[src/rtl/fazyrv_csub.sv]
// fazyrv_csub: chunk-serial subtractor, LSB chunk first, with registered eq/lt/ltu flags
module fazyrv_csub #(
  parameter int CHUNKSIZE = 4,
  parameter int XLEN      = 32
) (
  input  logic                 clk_i,
  input  logic                 rst_in,
  input  logic                 start_i,
  input  logic                 vld_i,
  input  logic [CHUNKSIZE-1:0] a_i,
  input  logic [CHUNKSIZE-1:0] b_i,
  output logic [CHUNKSIZE-1:0] y_o,
  output logic                 busy_o,
  output logic                 done_o,
  output logic                 eq_o,
  output logic                 lt_o,
  output logic                 ltu_o
);
  localparam int NCH = XLEN / CHUNKSIZE;
  localparam int CW = NCH > 1 ? $clog2(NCH) : 1;
  localparam logic [CW-1:0] LAST = CW'(NCH - 1);
  typedef enum logic {IDLE, RUN} state_t;
  state_t state_q, state_d;
  logic [CW-1:0] cnt_q, cnt_d;
  logic borrow_q, borrow_d, zacc_q, zacc_d, done_q, done_d;
  logic eq_q, eq_d, lt_q, lt_d, ltu_q, ltu_d;
  logic bout, accept, last, zacc_n, a_msb, b_msb;
  logic [CHUNKSIZE-1:0] y;
  always_comb begin
    {bout, y} = {1'b0, a_i} - {1'b0, b_i} - {{CHUNKSIZE{1'b0}}, ~start_i & borrow_q};
    accept = vld_i & (start_i | state_q == RUN);
    last = accept & ((start_i ? '0 : cnt_q) == LAST);
    zacc_n = (start_i | zacc_q) & ~|y;
    a_msb = a_i[CHUNKSIZE-1];
    b_msb = b_i[CHUNKSIZE-1];
    state_d = last ? IDLE : accept ? RUN : state_q;
    cnt_d = last ? '0 : accept ? (start_i ? CW'(1) : cnt_q + CW'(1)) : cnt_q;
    borrow_d = accept ? bout : borrow_q;
    zacc_d = accept ? zacc_n : zacc_q;
    done_d = last;
    eq_d = last ? zacc_n : eq_q;
    // signed compare from the top chunk: differing signs decide directly, else the sign of the difference
    lt_d = last ? (a_msb & ~b_msb) | (~(a_msb ^ b_msb) & y[CHUNKSIZE-1]) : lt_q;
    ltu_d = last ? bout : ltu_q;
  end
  always_ff @(posedge clk_i or negedge rst_in) begin
    if (!rst_in) begin
      state_q  <= IDLE;
      cnt_q    <= '0;
      borrow_q <= 1'b0;
      zacc_q   <= 1'b1;
      done_q   <= 1'b0;
      eq_q     <= 1'b0;
      lt_q     <= 1'b0;
      ltu_q    <= 1'b0;
    end else begin
      state_q  <= state_d;
      cnt_q    <= cnt_d;
      borrow_q <= borrow_d;
      zacc_q   <= zacc_d;
      done_q   <= done_d;
      eq_q     <= eq_d;
      lt_q     <= lt_d;
      ltu_q    <= ltu_d;
    end
  end
  assign y_o    = y;
  assign busy_o = state_q == RUN;
  assign done_o = done_q;
  assign eq_o   = eq_q;
  assign lt_o   = lt_q;
  assign ltu_o  = ltu_q;
endmodule

[config.mk]
export PLATFORM = sky130hd
export DESIGN_NAME = fazyrv_csub
export DESIGN_NICKNAME = d
export VERILOG_FILES = /design/src/rtl/fazyrv_csub.sv
export SDC_FILE = /design/constraint.sdc
export NUM_CORES = 1
export LEC_CHECK = 0
export BUFFER_PORTS_ARGS = -buffer_cell sky130_fd_sc_hd__buf_2
export CORE_MARGIN = 5
export CORE_UTILIZATION = 40
export CTS_CLUSTER_DIAMETER = 30
export DETAILED_ROUTE_END_ITERATION = 16
export HOLD_SLACK_MARGIN = 0.15
export MAX_ROUTING_LAYER = met4
export PLACE_DENSITY = 0.65
export SYNTH_ARGS = -nofsm -noshare
export SYNTH_HDL_FRONTEND = slang
export SYNTH_SLANG_ARGS = --single-unit
[constraint.sdc]
create_clock -name clk_i -period 4.23 [get_ports clk_i]
set_input_delay 1.0575 -clock clk_i [delete_from_list [all_inputs] [get_ports clk_i]]
set_output_delay 1.0575 -clock clk_i [all_outputs]
set_load 0.005 [all_outputs]
======== Word level (Yosys, flattened, before mapping) ========
Cells that the tools add are included.
word-level totals
  logic and storage cells ................. 34
  input bits .............................. 12
  bits in registers ....................... 10
cells by class
  multiplexer cells ....................... 6
  equal/unequal tests ..................... 1
  $add $sub $neg .......................... 3
  reductions and logical operators ........ 3
  bitwise logic cells ..................... 13
operators by type and width
  operator             number
  $mux 3               4
  $and 1x1->1          6
  $sub 4x4->5          1
  $sub 5x1->5          1
  $reduce_or 4->1      1
  $add 3x1->3 const B  1
  $eq 3x3->1 const B   1
  $not 1->1            3
  $or 1x1->1           3
  $mux 1               2
  $reduce_bool 2->1    1
  $logic_not 1->1      1
  $xor 1x1->1          1

======== Logic depth before layout (Yosys ltp) ========
  word-level depth ........................ 6
  mapped depth ............................ 9
  gate-level depth less buffers ........... 8

======== Worst setup path before layout ========
No wires, ideal clock.
  path type ............................... input to output
  start point ............................. input port start_i
  end point ............................... output port y_o[3]
  setup slack ............................. 670 ps
  stages .................................. 6
  arrival ................................. 2503 ps
  cells stage by stage .................... clkbuf_1 nand2b_1 fa_1 ha_1 a211oi_1 xnor2_1
on the way
  longest elaborated chain between the ends .. 3
RTL lines
  item                RTL line  RTL
  start: declaration  8         input logic start_i,
  $not 1->1           30        {bout, y} = {1'b0, a_i} - {1'b0, b_i} - {{CHUNKSIZE{1'b0}}, ~start_i & borrow_q};
  $and 1x1->1         30
  $sub 5x1->5         30
  end: declaration    12        output logic [CHUNKSIZE-1:0] y_o,
No other way between the ends.

======== Final worst setup path ========
Same ends and word-level chain as after synthesis.

==> metrics.txt <==
Congestion Overflow GR 0; hold buffer count at cts 0; RSZ-0062 raised after global routing false; routability cong. 0.691; pins over their slew limit 0; Post-Syn Area 644 um^2; leak pwr 0.435 nW; M1 wire length 439 um; die area 2510 um^2; Pwr Total 0.308 mW; critical path, cell by cell buf_2, nand2b_1, fa_1, ha_1, a211oi_1, xnor2_1, buf_2; Filler cells 153; Worst setup EP type primary output; first-pass GRT wire length 2170 um; Sw Ratio 30.4%; Nets 110; routed wl met3 77 um; ys flop type dfrtp_1; maximum vdd ir drop 0.000233 V; max cap viols 0; Clock power frac 27.4%; CP max FO 8; PD cells 388 nW/um^2; final WL 1180 um; initial DRC count 7; clk root buf clkbuf_4; HPWL after DPL 1040 um; n_diodes 0; placed cell area 757 um^2; Worst Tran Pin Value 0.352 ns; Area Growth Syn to Fin 23.1%; period utilization 89.3%; cell area after layout 793 um^2; Synth area leaders dfrtp_1 35%, ha_1 12%, inv_1 7.0%, fa_1 6.2%, dfstp_2 4.1%; internal power 0.214 mW; post-synthesis sequential area ratio 39.0%; Async S/R FF share, synth 100%; logic gate share of total power 30.5%; Max Clk Rate 265 MHz; met2 WL post-DR 661 um; Most common cell on crit path buf_2; Worst Hold Class reg2reg; largest net degree at the start of global routing 11; Worst-path clk slew 0.07 ns; Slew Limit Headroom 76.5%; wire per inst 11.2 um; Die Height 50.1 um; clk buf depth 2; Post-synth EDFFs 0; vias 529; Synth Area per Inst 9.62 um^2; vias per inst 5.04; antenna violations before repair 0; GRT Total Usage 11.0%; sw power 0.0937 mW; Fin. Hold Viols 0; Seq. cell area 251 um^2; TritonCTS Buffers 3; drt pass-1 iters 3; # DRC 0; Initial Utilization 42.3%; final setup violation count 0; Post-DRT Antenna Nets 0; min Tclk post-route 3.78 ns; startpoint types input pin; post-cts resize count 0; Yosys warnings 0; status finished clean; CTS sink cnt 10; flops & latches, synth 10; synthesized netlist net count 87; cells after synthesis 67; Synth area leader dfrtp_1; critical path type in2out; FP Rows 14; Max stage delay on crit path 0.38 ns; area share of the largest cell type after synthesis 35.0%; H-tree depth 1; Core ar. 1520 um^2; Worst EP arrival 2.72 ns; critical path required time 3.17 ns; Clk Latency, worst-skew pair 0.26 ns; Multi-input gate area 333 um^2; I/O pin count 21; layout cells sized above 1 34.8%; CP max stage cell fa_1; post-synth cell types 24; vias in the first global route 570; Sum Neg Setup Slack 0 ns; Final Skew 0.00121 ns; I/O Buffers 20; Seq pwr share 42.1%; Die Width 50.1 um; CTS tree built; post-CTS setup buffer count 0; Max Used Layer met3
-- logic make-up after synthesis --
group	count (synthesis)	synth area share (%)
flip-flops	10	39.0
buffers and inverters	16	9.32
XOR/XNOR	3	4.08
multiplexers	2	3.49
AND/OR/NAND/NOR	15	12.8
adder cells (fa/ha/maj)	8	17.9
AO/OA/AOI/OAI	13	13.4
-- layer usage --
| layer | global-route usage [%] | vias up |
|---|---|---|
| li1 | - | 266 |
| met4 | 1.31 | 0 |
| met2 | 20.9 | 13 |
| met3 | 3.85 | 0 |
| met1 | 10.7 | 250 |
| met5 | - | - |
-- cell type report --
class / instances / area share, %
tap: 16 / 2.52
clock buffer: 4 / 4.57
timing repair buffer: 20 / 12.6
sequential: 10 / 31.7
inverter: 14 / 6.62
multi-input combinational: 41 / 42.0
-- state kept, by name, summed over array words and instances, names as in the netlist --
name	count
cnt_q	3
borrow_q	1
busy_o	1
done_o	1
eq_o	1
lt_o	1
ltu_o	1
zacc_q	1
-- placed cells by master (no fill, tap or decap), drive strengths merged --
cell type,netlist,final
a211oi,2,2
o31ai,2,2
ha,6,6
dfstp,1,1
buf,0,20
o41ai,1,1
o21ai,3,3
xnor2,3,3
dfrtp,9,9
fa,2,2
nand4b,1,1
nand2b,2,2
mux2,2,2
and3,1,1
inv,14,14
a21oi,4,4
or4,1,1
a31o,1,1
nand2,6,6
clkbuf,2,4
nor2,4,4
-- power groups by stage --
stage,logic (mW),registers (mW),clock network [mW]
after floorplan,0.0626,0.129,0
after global routing,0.110,0.133,0.0939
final,0.0938,0.130,0.0844
after global placement,0.0947,0.130,0
after CTS,0.0971,0.130,0.0882
after detailed placement,0.0969,0.132,0
-- worst paths after layout --
path | startpoint | slack, ns | endpoint | depth (start not counted)
setup / recovery | start_i | 0.45 | y_o[3] | 7
hold / removal | zacc_q$_DFFE_PN1P_ | 0.47 | zacc_q$_DFFE_PN1P_ | 2
setup reg to reg | borrow_q$_DFFE_PN0P_ | 2.16 | eq_o$_DFFE_PN0P_ | 7
hold reg to reg | zacc_q$_DFFE_PN1P_ | 0.47 | zacc_q$_DFFE_PN1P_ | 2
max in group asynchronous | rst_in | 3.34 | zacc_q$_DFFE_PN1P_ | 1
min in group asynchronous | rst_in | 0.64 | cnt_q[0]$_DFFE_PN0P_ | 1
-- synthesized netlist by cell type (2+ instances only) --
library cell / n
a211oi_1: 2
a21oi_1: 4
clkbuf_1: 2
dfrtp_1: 9
fa_1: 2
ha_1: 6
inv_1: 12
inv_2: 2
nand2_1: 6
nand2b_1: 2
nor2_1: 4
o31ai_1: 2
xnor2_1: 3
-- metrics by stage --
step	std cells	hold WS [ns]	worst slack, ns	utilization [%]
floorplan	67	0.450	0.670	-
global placement	101	0.467	0.476	49.7
detailed placement	101	0.460	0.455	49.7
CTS	105	0.470	0.443	52.1
global route	105	0.499	0.345	52.1
finish	105	0.467	0.455	52.1
-- critical path, delay by kind of cell --
| kind | cells | cell delay (ns) |
|---|---|---|
| AO/OA/AOI/OAI | 1 | 0.28 |
| XOR/XNOR | 1 | 0.23 |
| adder cells (fa/ha/maj) | 2 | 0.66 |
| buffers and inverters | 2 | 0.33 |
| AND/OR/NAND/NOR | 1 | 0.16 |
Power figures use the tool's default switching activity.
